**src/rtl/hex_field_writer.sv**
```systemverilog
// Prints a 4*DIGITS-bit value as DIGITS hex characters into the text buffer, one per clock.
// Latency: first write is registered one cycle after the accepting start edge; one field per DIGITS+1 cycles.
// No backpressure: start is sampled only in IDLE and dropped (not queued) while busy.
module hex_field_writer #(
    parameter int DIGITS = 4,
    parameter int COLS   = 80
) (
    input  logic                  clk,
    input  logic                  rst,
    input  logic                  start,
    input  logic [4*DIGITS-1:0]   value,
    input  logic [4:0]            row,
    input  logic [6:0]            col,
    input  logic                  blank_lz,
    output logic                  busy,
    output logic                  done,
    output logic [11:0]           rom_addr,
    input  logic [7:0]            rom_data,
    output logic                  txt_we,
    output logic [11:0]           txt_addr,
    output logic [7:0]            txt_data
);

    localparam int         VW     = 4 * DIGITS;
    localparam logic [3:0] LAST_K = 4'(DIGITS - 1);

    typedef enum logic {
        IDLE,
        EMIT
    } state_t;

    state_t         state_q, state_d;
    logic [VW-1:0]  sr_q, sr_d;
    logic [3:0]     k_q, k_d;
    logic           lz_q, lz_d;
    logic           blank_q, blank_d;
    logic [11:0]    base_q, base_d;
    logic           busy_q, busy_d;
    logic           done_q, done_d;
    logic           txt_we_q, txt_we_d;
    logic [11:0]    txt_addr_q, txt_addr_d;
    logic [7:0]     txt_data_q, txt_data_d;

    logic [3:0]     nib;
    logic [11:0]    lin_addr;

    // Next-state logic: accept a field in IDLE, then emit one character per cycle in EMIT.
    always_comb begin
        state_d    = state_q;
        sr_d       = sr_q;
        k_d        = k_q;
        lz_d       = lz_q;
        blank_d    = blank_q;
        base_d     = base_q;
        busy_d     = busy_q;
        done_d     = 1'b0;
        txt_we_d   = 1'b0;
        txt_addr_d = txt_addr_q;
        txt_data_d = txt_data_q;
        rom_addr   = 12'h000;
        nib        = sr_q[VW-1 -: 4];
        // Only the low 12 bits of row*COLS+col are kept, so modulo-4096
        // arithmetic gives the same address as a wider product truncated.
        lin_addr   = 12'(row) * 12'(COLS) + 12'(col);

        case (state_q)
            IDLE: begin
                if (start) begin
                    sr_d    = value;
                    blank_d = blank_lz;
                    base_d  = lin_addr;
                    k_d     = 4'd0;
                    lz_d    = 1'b1;
                    busy_d  = 1'b1;
                    state_d = EMIT;
                end
            end
            EMIT: begin
                rom_addr   = {8'h00, nib};
                txt_we_d   = 1'b1;
                txt_addr_d = base_q + {8'h00, k_q};
                // The last digit is never blanked so zero still shows as '0'.
                if (blank_q && lz_q && (nib == 4'h0) && (k_q != LAST_K)) begin
                    txt_data_d = 8'd32;
                end else begin
                    txt_data_d = rom_data;
                    lz_d       = 1'b0;
                end
                sr_d = sr_q << 4;
                k_d  = k_q + 4'd1;
                if (k_q == LAST_K) begin
                    done_d  = 1'b1;
                    busy_d  = 1'b0;
                    state_d = IDLE;
                end
            end
            default: state_d = IDLE;
        endcase
    end

    // State and registered outputs; reset abandons any field in flight.
    always_ff @(posedge clk or posedge rst) begin
        if (rst) begin
            state_q    <= IDLE;
            sr_q       <= '0;
            k_q        <= 4'd0;
            lz_q       <= 1'b0;
            blank_q    <= 1'b0;
            base_q     <= 12'h000;
            busy_q     <= 1'b0;
            done_q     <= 1'b0;
            txt_we_q   <= 1'b0;
            txt_addr_q <= 12'h000;
            txt_data_q <= 8'h00;
        end else begin
            state_q    <= state_d;
            sr_q       <= sr_d;
            k_q        <= k_d;
            lz_q       <= lz_d;
            blank_q    <= blank_d;
            base_q     <= base_d;
            busy_q     <= busy_d;
            done_q     <= done_d;
            txt_we_q   <= txt_we_d;
            txt_addr_q <= txt_addr_d;
            txt_data_q <= txt_data_d;
        end
    end

    assign busy     = busy_q;
    assign done     = done_q;
    assign txt_we   = txt_we_q;
    assign txt_addr = txt_addr_q;
    assign txt_data = txt_data_q;

endmodule

```
**config.mk**
```make
export PLATFORM = sky130hd
export DESIGN_NAME = hex_field_writer
export DESIGN_NICKNAME = d
export VERILOG_FILES = /design/src/rtl/hex_field_writer.sv
export SDC_FILE = /design/constraint.sdc
export NUM_CORES = 1
export LEC_CHECK = 0
export CORE_ASPECT_RATIO = 2
export CORE_MARGIN = 10
export CORE_UTILIZATION = 53
export DETAILED_ROUTE_END_ITERATION = 6
export PLACE_DENSITY = 0.85
export RECOVER_POWER = 50
export SYNTH_ARGS = -nofsm -noshare
export SYNTH_HDL_FRONTEND = slang
export SYNTH_SLANG_ARGS = --single-unit
```
**constraint.sdc**
```tcl
create_clock -name clk -period 3.1 [get_ports clk]
set_clock_uncertainty 0.2 [all_clocks]
set_input_delay 0.31 -clock clk [delete_from_list [all_inputs] [get_ports clk]]
set_output_delay 0.31 -clock clk [all_outputs]
set_load 0.02 [all_outputs]
```
==> out/metrics.cfg, run 1 <==
[outcome]
status=complete, no violations

[die]
start_util=0.5483
coreArea_um2=5468
die_h_um=126.4
die_area_um2=9247
ios=75
die_w_um=73.18
rows=38

[yosys]
yosysWarnings=0
synth-main-ff-cell=dfrtp_1
synth_edf_count=0
synth.avg_cell_area_um2=10.09
synth_area_um2=2998
ys_seq_area_frac=0.4841
synth_cells=297
synth_cell_type_count=44
async_flop_share=1.000
synth_seq_cells=58

[global_routing]
grt_pass1_wl_um=11940
antenna_found_initial=0
grt_usage=0.1629
first_global_vias=2509
grt_overflow=0
grt_start_max_net_pins=38

[setup_path]
reg2reg_slack_ps=660
endpoint=rom_addr[1]
startpoint_type=flip-flop
r2r-start=state_q
critPathKind=reg2out
startpoint=state_q
reg2reg_to=txt_data[3]
worstPathMaxFanout=37
worstPathRequired_ps=2590
critPathCaptureType=output port
r2r.worst_path.cells=4
crit_arrival_ps=2160

[route]
routed_via_density=5.646
first_pass_iters=4
routed_wl_um=7117
drtIter0Drc=148
wire_per_inst_um=16.59
ant_nets=0
vias=2422
drc_errors=0

[worst_hold_path]
hold_class=reg2reg

[placed_design]
dpl.hpwl_um=5592
dp_slack_ps=265.6
placedInstanceArea_um2=3682
routabilityCongestion=0.7752
portBuffers=66
dp.cells=413

[sta]
max_slew_margin=0.1822
fin_tns_setup_ps=0
fmax_mhz=374.2
finalSetupViolations=0
hold_violations=0
slew_viol_final=0
holdWs_ps=282.4
period_share=0.8622
rsz0062_at_grt=no
setup_ws_ps=427.3
worst_slew_pin_slew_ps=1225
fin_crit_ps=2673

[power_and_ir_drop]
leakage_nw=1.768
peakVddDrop_v=0.0007203
p_per_area_nw_per_um2=875.0
power.total_mw=3.354

[layout]
final_cell_area_um2=3834
layout_common_cells=64 x clkdlybuf4s50_1, 58 x dfrtp_1, 43 x nand2_1, 26 x o21ai_0, 17 x nor2_1
fin_cells=429
antenna_cells=0
layout-drive-gt1-share=0.06233
num-nets-final=421
final_core_util=0.7011
layout_commonest_cell=clkdlybuf4s50_1
syn_to_final_growth_pct=27.88

[clock_network]
post_cts.repair.setup_buffers=0
clockRootBuffer=clkbuf_8
cts.sinks=58
clk_path_buf_depth=2
htreeDepth=3
cts_tree=yes
path_clk_slew_ps=60
clkLatencyLatePin_ps=340
cts_buffers=9
ctsHoldBuffers=0
ctsResizeCount=0

[job]
drv_cap=0

-- state kept, by name, summed over array words and instances (netlist names) --
register  cells
blank_q       1
k_q           4
txt_we        1
txt_addr     12
sr_q         16
txt_data      8
busy          1
done          1
lz_q          1
state_q       1
base_q       12
-- where the power goes --
group,total (mW),switching (mW),internal [mW],leakage [nW]
clock,0.590,0.282,0.308,0.0872
combinational,1.43,0.744,0.684,0.959
sequential,1.34,0.262,1.07,0.722
total,3.35,1.29,2.07,1.77
-- worst max-delay path: stages (launching register included) --
cell,delay [ps]
dfrtp_1,970
and2_1,230
clkdlybuf4s50_1,610
-- cells by family after synthesis --
kind of cell / share of synthesized area
DFF: 0.4841
adders and majority gates: 0.07847
and+or+nand+nor: 0.1394
other: 0.001251
xor gates and xnor gates: 0.02212
muxes: 0.06469
buffers and inverters: 0.05885
AOI/OAI and AO/OA: 0.1511
-- synthesized netlist by cell type, types with 2 or more instances --
master | n | area (µm²)
a31oi_1 | 5 | 31.28
a21oi_1 | 12 | 60.06
nand4_1 | 2 | 12.51
o21a_1 | 5 | 37.54
o2111ai_1 | 3 | 26.28
o21ai_0 | 26 | 130.1
dfrtp_1 | 58 | 1451
nor2_1 | 17 | 63.81
nand3_1 | 5 | 25.02
a21o_1 | 3 | 22.52
o221ai_1 | 3 | 26.28
nor2b_1 | 3 | 18.77
nor4_1 | 2 | 12.51
inv_1 | 13 | 48.80
buf_4 | 8 | 60.06
xor2_1 | 2 | 17.52
and2_1 | 5 | 31.28
nand2_1 | 43 | 161.4
mux2i_1 | 16 | 160.2
ha_1 | 14 | 175.2
mux2_2 | 3 | 33.78
a22o_1 | 7 | 61.31
buf_1 | 2 | 7.510
o31ai_1 | 2 | 15.01
clkbuf_1 | 7 | 26.28
buf_2 | 6 | 30.03
fa_1 | 3 | 60.06
or3_1 | 4 | 25.02
xnor2_1 | 3 | 26.28
-- layer usage --
metal,GRT usage,up-vias,share of wire
li1,-,1155,-
met2,0.2776,72,0.56
met5,0,-,0
met1,0.1662,1172,0.35
met4,0.09326,0,0.036
met3,0.05152,23,0.053
-- cell type report --
cell class | instances | area, µm²
fillers | 420 | 1634
flip-flops and latches | 58 | 1451
multi-input cells | 209 | 1396
repair buffers | 72 | 694.4
clock buffers | 13 | 148.9
well taps | 60 | 75.07
inverters | 14 | 52.55
clock inverters | 3 | 15.01
-- worst min path at each step --
stage | startpoint | end | slack [ps] | cells past startpoint
after floorplan | state_q | txt_we | 150 | 0
after global placement | sr_q[3] | sr_q[7] | 260 | 2
after detailed placement | sr_q[4] | sr_q[8] | 270 | 2
after CTS | rst | sr_q[11] | 210 | 2
after global routing | blank_lz | blank_q | 290 | 3
final | sr_q[2] | sr_q[6] | 280 | 2
Note: power is estimated with default switching activity, not from simulation.
==> run 2, diff against run 1 <==
- ABC_CLOCK_PERIOD_IN_PS: not set -> 3100
- CORE_UTILIZATION: 53 -> 65
- DONT_BUFFER_PORTS: not set -> 1
==> out/metrics.cfg, run 2 (same netlist as run 1, synthesis figures left out) <==
[sta]
period_share=0.7877  ; -0.07444
worst_slew_pin_slew_ps=1438  ; +212.4 ps
holdWs_ps=1.920  ; -280.4 ps
fin_tns_setup_ps=0  ; unchanged
fmax_mhz=409.5  ; +9.4%
hold_violations=0  ; unchanged
slew_viol_final=0  ; unchanged
fin_crit_ps=2442  ; -230.8 ps
max_slew_margin=0.04042  ; -0.1417
finalSetupViolations=0  ; unchanged
rsz0062_at_grt=no

[layout]
final_cell_area_um2=3467  ; -9.6%
final_core_util=0.7837  ; +0.08251
largest_reg_flops=16  ; unchanged
antenna_cells=0  ; unchanged
largest-register=sr_q
num-nets-final=384  ; -8.8%
layout_common_cells=57 x dfrtp_1, 43 x nand2_1, 31 x dlygate4sd3_1, 26 x o21ai_0, 17 x nor2_1
layout_commonest_cell=dfrtp_1
layout-drive-gt1-share=0.07831  ; +0.01598
syn_to_final_growth_pct=15.65
fin_cells=386  ; -10%

[route]
first_pass_iters=4  ; unchanged
wire_per_inst_um=19.18  ; +16%
ant_nets=0  ; unchanged
routed_wl_um=7404  ; +4.0%
drc_errors=0  ; unchanged
drtIter0Drc=141  ; -4.7%
routed_via_density=6.132  ; +8.6%
vias=2367  ; -2.3%

[setup_path]
critPathKind=reg2out
worstPathRequired_ps=2590  ; about the same
critPathCaptureType=output port
startpoint_type=flip-flop
crit_arrival_ps=1930  ; -230 ps
worstPathMaxFanout=61  ; +65%

[die]
rows=34  ; -11%
die_h_um=116.0  ; -8.2%
die_area_um2=7893  ; -15%
coreArea_um2=4424  ; -19%
ios=75  ; unchanged
start_util=0.6776  ; +0.1293
die_w_um=68.02  ; -7.1%

[placed_design]
routabilityCongestion=0.8314  ; +7.2%
dp.cells=339  ; -18%
dpl.hpwl_um=4916  ; -12%
portBuffers=0  ; -100%
placedInstanceArea_um2=2999  ; -19%

[clock_network]
cts_buffers=9  ; unchanged
clk_path_buf_depth=2  ; unchanged
path_clk_slew_ps=70  ; about the same
htreeDepth=3  ; unchanged
cts.sinks=58  ; unchanged
clockRootBuffer=clkbuf_8
post_cts.repair.setup_buffers=0  ; unchanged
clkLatencyLatePin_ps=340  ; about the same
cts_tree=yes

[global_routing]
grt_pass1_wl_um=11770  ; -1.4%
first_global_vias=2498  ; -0.44%
antenna_found_initial=0  ; unchanged
grt_overflow=0  ; unchanged
grt_start_max_net_pins=62  ; +63%
grt_usage=0.1969  ; +0.03401

[power_and_ir_drop]
p_per_area_nw_per_um2=899.3  ; +2.8%
p_switching_mw=1.321  ; +2.4%
p_int_mw=1.798  ; -13%
peakVddDrop_v=0.0008447  ; +17%
pwr-share-seq=0.491  ; +0.093
p_clk_frac=0.202  ; +0.026
leakage_nw=1.633  ; -7.7%
p_sw_frac=0.4235  ; +0.03917
combPwrFrac=0.307  ; -0.119

[outcome]
status=complete, no violations

[job]
drv_cap=0  ; unchanged

[worst_hold_path]
hold_class=in2reg

[run 2: cell types whose count changed in the layout (fill, tap and decap cells not counted), moves of 3 or more]
cell and delta:
clkdlybuf4s50_1 -64, dlygate4sd3_1 +29, clkbuf_1 -5, clkinvlp_4 +3
[run 2: layer usage]
metal,track usage,vias up,routed length [µm]
li1,-,1090,-
met1,0.1832,1172,2392
met2,0.3539,84,4221
met3,0.07350,21,573
met4,0.09852,0,216
met5,0,-,0
[run 2: metrics by stage]
step | power (mW) | setup WS (ps)
6_report | 3.118 | 658.1
5_1_grt | 3.324 | 538.1
3_3_place_gp | 2.373 | 852.7
3_5_place_dp | 2.440 | 750.1
4_1_cts | 3.128 | 904.7
2_1_floorplan | 2.204 | 890.9
[run 2: final timing paths]
kind,startpoint,slack [ps],endpoint,cells past startpoint
max,state_q,660,rom_addr[0],2
min,value[9],2,sr_q[9],2
max reg2reg,state_q,840,base_q[6],5
min reg2reg,sr_q[4],280,sr_q[8],2
max in group asynchronous,rst,910,base_q[3],3
min in group asynchronous,rst,640,sr_q[3],2
[run 2: area by class of cell]
class | instances | area (µm²)
fill | 308 | 957.2
clock inverter | 6 | 41.29
timing repair buffer | 35 | 334.1
multi-input combinational | 209 | 1381
tap | 54 | 67.56
inverter | 14 | 52.55
sequential | 58 | 1453
clock buffer | 10 | 137.6
[run 2: power groups by stage]
stage / logic, mW / clock network [mW] / registers [mW]
6_report: 0.958 / 0.629 / 1.53
5_1_grt: 1.07 / 0.678 / 1.57
4_1_cts: 0.957 / 0.634 / 1.54
3_5_place_dp: 0.894 / 0 / 1.55
3_3_place_gp: 0.843 / 0 / 1.53
2_1_floorplan: 0.758 / 0 / 1.45
[run 2: critical path, cell delays in order (launching register included)]
cell and delay, ps:
dfrtp_2 370, clkbuf_2 800, and2_1 380
[run 2: repair_timing]
item | in CTS | in global routing
endpoints found under the setup margin | 0 | 0
resized for setup | 0 | 0
hold endpoints to repair | 67 | 0
hold buffers | 31 | 0
